**src/rtl/imem_loader.sv**
```systemverilog
// Boot loader: length-prefixed little-endian byte stream -> one-word-per-cycle IMEM writes.
// Define IMEM_LOADER_CHECKSUM_EN to require a trailing XOR checksum byte.
module imem_loader #(
  parameter int DEPTH_WORDS = 1024
) (
  input  logic        clk,
  input  logic        reset,
  input  logic        start,
  input  logic        byte_valid,
  input  logic [7:0]  byte_data,
  output logic        byte_ready,
  output logic        we,
  output logic [31:0] wa,
  output logic [31:0] wd,
  output logic        busy,
  output logic        cpu_hold,
  output logic        done,
  output logic        err
);

  typedef enum logic [2:0] {
    IDLE,
    LEN0,
    LEN1,
    DATA,
    WRITE,
    CHK,
    FINISH
  } state_t;

  localparam logic [16:0] MAX_LEN = 17'(DEPTH_WORDS);

  state_t      state_reg;
  logic [15:0] len_reg;
  logic [15:0] idx_reg;
  logic [1:0]  byte_cnt_reg;
  logic [31:0] word_reg;
  logic [31:0] word_next;
  logic [15:0] len_next;
  logic        take;
`ifdef IMEM_LOADER_CHECKSUM_EN
  logic [7:0]  csum_reg;
`endif

  assign take     = byte_valid && byte_ready;
  assign len_next = {byte_data, len_reg[7:0]};
  assign cpu_hold = busy;

  // Incoming byte lands in the lane selected by its position within the word.
  genvar gi;
  generate
    for (gi = 0; gi < 4; gi++) begin : g_lane
      assign word_next[8*gi +: 8] = (byte_cnt_reg == 2'(gi)) ? byte_data : word_reg[8*gi +: 8];
    end
  endgenerate

  always_ff @(posedge clk or posedge reset) begin
    if (reset) begin
      state_reg    <= IDLE;
      len_reg      <= '0;
      idx_reg      <= '0;
      byte_cnt_reg <= '0;
      word_reg     <= '0;
`ifdef IMEM_LOADER_CHECKSUM_EN
      csum_reg     <= '0;
`endif
      byte_ready   <= 1'b0;
      we           <= 1'b0;
      wa           <= '0;
      wd           <= '0;
      busy         <= 1'b0;
      done         <= 1'b0;
      err          <= 1'b0;
    end else begin
      we   <= 1'b0;
      done <= 1'b0;
      case (state_reg)
        IDLE: begin
          if (start) begin
            err          <= 1'b0;
            idx_reg      <= '0;
            byte_cnt_reg <= '0;
`ifdef IMEM_LOADER_CHECKSUM_EN
            csum_reg     <= '0;
`endif
            busy         <= 1'b1;
            byte_ready   <= 1'b1;
            state_reg    <= LEN0;
          end
        end
        LEN0: begin
          if (take) begin
            len_reg[7:0] <= byte_data;
            state_reg    <= LEN1;
          end
        end
        LEN1: begin
          if (take) begin
            len_reg[15:8] <= byte_data;
            if (len_next == 16'd0) begin
`ifdef IMEM_LOADER_CHECKSUM_EN
              state_reg  <= CHK;
`else
              byte_ready <= 1'b0;
              done       <= 1'b1;
              state_reg  <= FINISH;
`endif
            end else if ({1'b0, len_next} > MAX_LEN) begin
              // Oversized image: refuse before touching memory.
              err        <= 1'b1;
              busy       <= 1'b0;
              byte_ready <= 1'b0;
              state_reg  <= IDLE;
            end else begin
              state_reg  <= DATA;
            end
          end
        end
        DATA: begin
          if (take) begin
            word_reg     <= word_next;
            byte_cnt_reg <= byte_cnt_reg + 2'd1;
`ifdef IMEM_LOADER_CHECKSUM_EN
            csum_reg     <= csum_reg ^ byte_data;
`endif
            if (byte_cnt_reg == 2'd3) begin
              // Write port is loaded here so wa/wd stay stable outside we pulses.
              wa         <= {14'd0, idx_reg, 2'b00};
              wd         <= word_next;
              we         <= 1'b1;
              byte_ready <= 1'b0;
              state_reg  <= WRITE;
            end
          end
        end
        WRITE: begin
          idx_reg <= idx_reg + 16'd1;
          if (idx_reg + 16'd1 == len_reg) begin
`ifdef IMEM_LOADER_CHECKSUM_EN
            byte_ready <= 1'b1;
            state_reg  <= CHK;
`else
            done       <= 1'b1;
            state_reg  <= FINISH;
`endif
          end else begin
            byte_ready <= 1'b1;
            state_reg  <= DATA;
          end
        end
`ifdef IMEM_LOADER_CHECKSUM_EN
        CHK: begin
          if (take) begin
            byte_ready <= 1'b0;
            if (byte_data == csum_reg) begin
              done      <= 1'b1;
              state_reg <= FINISH;
            end else begin
              err       <= 1'b1;
              busy      <= 1'b0;
              state_reg <= IDLE;
            end
          end
        end
`endif
        FINISH: begin
          busy      <= 1'b0;
          state_reg <= IDLE;
        end
        default: begin
          byte_ready <= 1'b0;
          busy       <= 1'b0;
          state_reg  <= IDLE;
        end
      endcase
    end
  end

endmodule
```
**config.mk**
```make
export PLATFORM = sky130hd
export DESIGN_NAME = imem_loader
export DESIGN_NICKNAME = d
export VERILOG_FILES = /design/src/rtl/imem_loader.sv
export SDC_FILE = /design/constraint.sdc
export NUM_CORES = 1
export LEC_CHECK = 0
export ABC_AREA = 0
export ABC_CLOCK_PERIOD_IN_PS = 3450
export BUFFER_PORTS_ARGS = -buffer_cell sky130_fd_sc_hd__buf_2
export CORE_MARGIN = 5
export CORE_UTILIZATION = 52
export CTS_BUF_LIST = sky130_fd_sc_hd__clkbuf_8 sky130_fd_sc_hd__clkbuf_16
export CTS_CLUSTER_DIAMETER = 200
export DETAILED_ROUTE_END_ITERATION = 7
export GPL_TIMING_DRIVEN = 0
export PLACE_DENSITY_LB_ADDON = 0.08
export SLEW_MARGIN = 10
export SYNTH_ARGS = -nofsm -noshare
export SYNTH_HDL_FRONTEND = slang
export SYNTH_SLANG_ARGS = --single-unit
```
**constraint.sdc**
```tcl
create_clock -name clk -period 3.45 [get_ports clk]
set_clock_uncertainty 0.2 [all_clocks]
set_input_delay 0.5175 -clock clk [delete_from_list [all_inputs] [get_ports clk]]
set_output_delay 0.5175 -clock clk [all_outputs]
set_load 0.02 [all_outputs]
```
==> run metrics <==
status finished clean; NumNets Final approximately 680; initial antenna violation count 0; Residual DRC 0; Avg WL per Cell approximately 17 um; deepest clock path buffer count 2; CP arrival a little over 3 ns; Synth Area per Inst ~10 sq um; Hold Buf Count CTS 1; setup TNS 0 ns; post_cts resized 0; Comb pwr share 30.1%; Main synth FF type dfrtp_1; I/O pin total a little over 80; Seq pwr share between 30 and 40%; slew margin rel. 55.8%; Worst-path clk slew approximately 0.060 ns; Hold Vio Cnt, Final 0; layout cells sized above 1 ~27%; Core Area between 10,000 and 15,000 sq um; Initial Util between 50% and 60%; most frequent cells in the layout nand2_1, dfrtp_1, buf_2, o21ai_0, mux2_2; slowest cell delay on critical path roughly 0.49 ns; CP Class flip-flop to flip-flop; slowest CP cell dfrtp_1; clk_lat worst skew 0.52 ns; grt met3 use ~5.3%; Clk pwr share about a third; Int Power between 3000 and 4000 uW; crit share post-route a little over four fifths; post-synth top area cell dfrtp_1; crit-path cells ha_1 -> nand3_1 -> nor3_1 -> mux2i_1 -> and3_1 -> nand4_1 -> a22o_1; starting DRC count in detailed routing 295; CP Buf/Inv Count 0; Sw Share about a third; max reg flops 32; Async SR Flop Fraction 100%; total number of vias about 4,400; fill count roughly 920; GRT overflow 0; Ant. Diodes 0; area of the die 13,300 sq um; final setup vio count 0; register bit total from synthesis roughly 110; max-slew violation count 0; RSZ-0062 raised after global routing no; Layout area overhead 20.3%; HP Class input port to flip-flop; Die Width roughly 120 um; total track usage around 22%; Synth Instances between 500 and 600; Reg area around 2900 sq um; Final Util 63.9%; Final Critical Period 2.89 ns; switching pwr about 1800 uW; post-detail-place hpwl 9670 um; first-pass detailed-route iteration total 5; CP Capture Type flip-flop; Synth warnings 0; # rows 38; top cells by area, synth dfrtp_1, nand2_1, mux2_2; vias in the first global route 4,444; GRT Max-Usage Layer met2; first-pass GRT wire length 22,800 um; Power Dens Cells between 700 and 800 nW/um^2; Worst-Margin Slew roughly 0.66 ns; number of routed nets with antenna violations 0; Via density about 5.4; leak pwr approximately 0.0034 uW; CP Data Required Time approximately 3.7 ns; top-area cell type share of the netlist area about half; GR Layer Usage met2 approximately a third; commonest non-fill, non-tap cell in the layout nand2_1; total CTS buffers 17; Post-synth EDFFs 0; Max Clk Rate between 300 and 400 MHz; # port buffers 59; area of the multi-input gates around 2600 sq um; CP max FO 8; CTS tree done; crit path launch type flip-flop; root buffer cell clkbuf_8; Synth Cell Area approximately 5800 sq um; Reg2Reg Setup Slack between 0.5 and 0.6 ns; CP top delay family simple AND/OR/NAND/NOR gates; # H-tree levels 4; pin count of the biggest net entering global routing 37; setup bufs post-CTS 0; clock sinks 114; met1 usage between 30% and 40%; GPL Wtd Cong 0.864; Peak VDD IR 0.397 mV; final wirelength about 14,000 um; Max-Cap Viols 0; Netlist cell types 59; register area share after synthesis between 40% and 50%; Die Y 115 um
cell families after synthesis:
family          synth area share [%]
mux                             12.5
fa+ha+maj                       1.09
flops                           49.6
simple gates                    17.7
compound gates                  9.02
xor+xnor                        3.91
other cells                   0.0652
buf+inv                         6.11
final timing paths:
check | startpoint | end | cells past startpoint
worst min register to register | wa[8] | wa[8] | 2
worst min-delay path | byte_data[4] | wd[28] | 3
min in group asynchronous | reset | busy | 3
max in group asynchronous | reset | wd[24] | 5
worst max register to register | idx_reg[0] | state_reg[0] | 7
worst max-delay path | idx_reg[0] | state_reg[0] | 7
layout make-up:
type                       instances  area share [%]
clock inverter                    15            2.11
multi-input combinational        407            37.7
inverter                           6           0.379
clock buffer                      17            5.98
tap                              140            2.53
sequential                       114            41.2
timing repair buffer              63            5.38
buffer                            57            4.75
synthesized netlist by cell type, types with 6 or more instances:
cell type and n:
nor2_1 12, mux2_2 41, clkbuf_1 19, inv_1 6
nand2_1 129, and3_1 6, dfrtp_1 114, nor3_1 8
nand3_1 8, o21ai_0 52, xor2_1 8, nand4_1 6
buf_4 20, mux2i_1 26, a21oi_1 10, buf_2 11
nor2b_1 8, xnor2_1 10
per-stage QoR:
stage / hold slack [ns] / power (uW) / cell area [sq um] / worst slack (ns) / instances
6_report: 0.0818 / 5200 / 6920 / 0.562 / 819
2_1_floorplan: 0.279 / 3130 / 5820 / 1.15 / 584
3_5_place_dp: 0.257 / 3550 / 6350 / 0.624 / 786
3_3_place_gp: 0.254 / 3480 / 6290 / 0.621 / 783
5_1_grt: 0.0709 / 5510 / 6920 / 0.414 / 819
4_1_cts: 0.0604 / 5230 / 6920 / 0.607 / 819
per-layer routing:
metal | up-vias | wire length, um
met1 | 2164 | 6310
met2 | 125 | 6490
met4 | 0 | 117
met3 | 10 | 761
met5 | - | 0
li1 | 2116 | -
worst reg2reg max path: cells and delay by family, from the launching register on:
family | cells | cell delay (ns)
simple gates | 4 | 1.16
flops | 1 | 0.49
mux | 1 | 0.35
fa+ha+maj | 1 | 0.30
compound gates | 1 | 0.27
power groups by stage:
stage,Sequential [uW],Combinational (uW),Clock [uW]
final,1980,1570,1660
after global routing,2020,1730,1750
after CTS,1970,1570,1690
after detailed placement,1990,1560,0
after global placement,1970,1510,0
after floorplan,2040,1090,0
No activity file was read; power rests on OpenSTA's default activity.
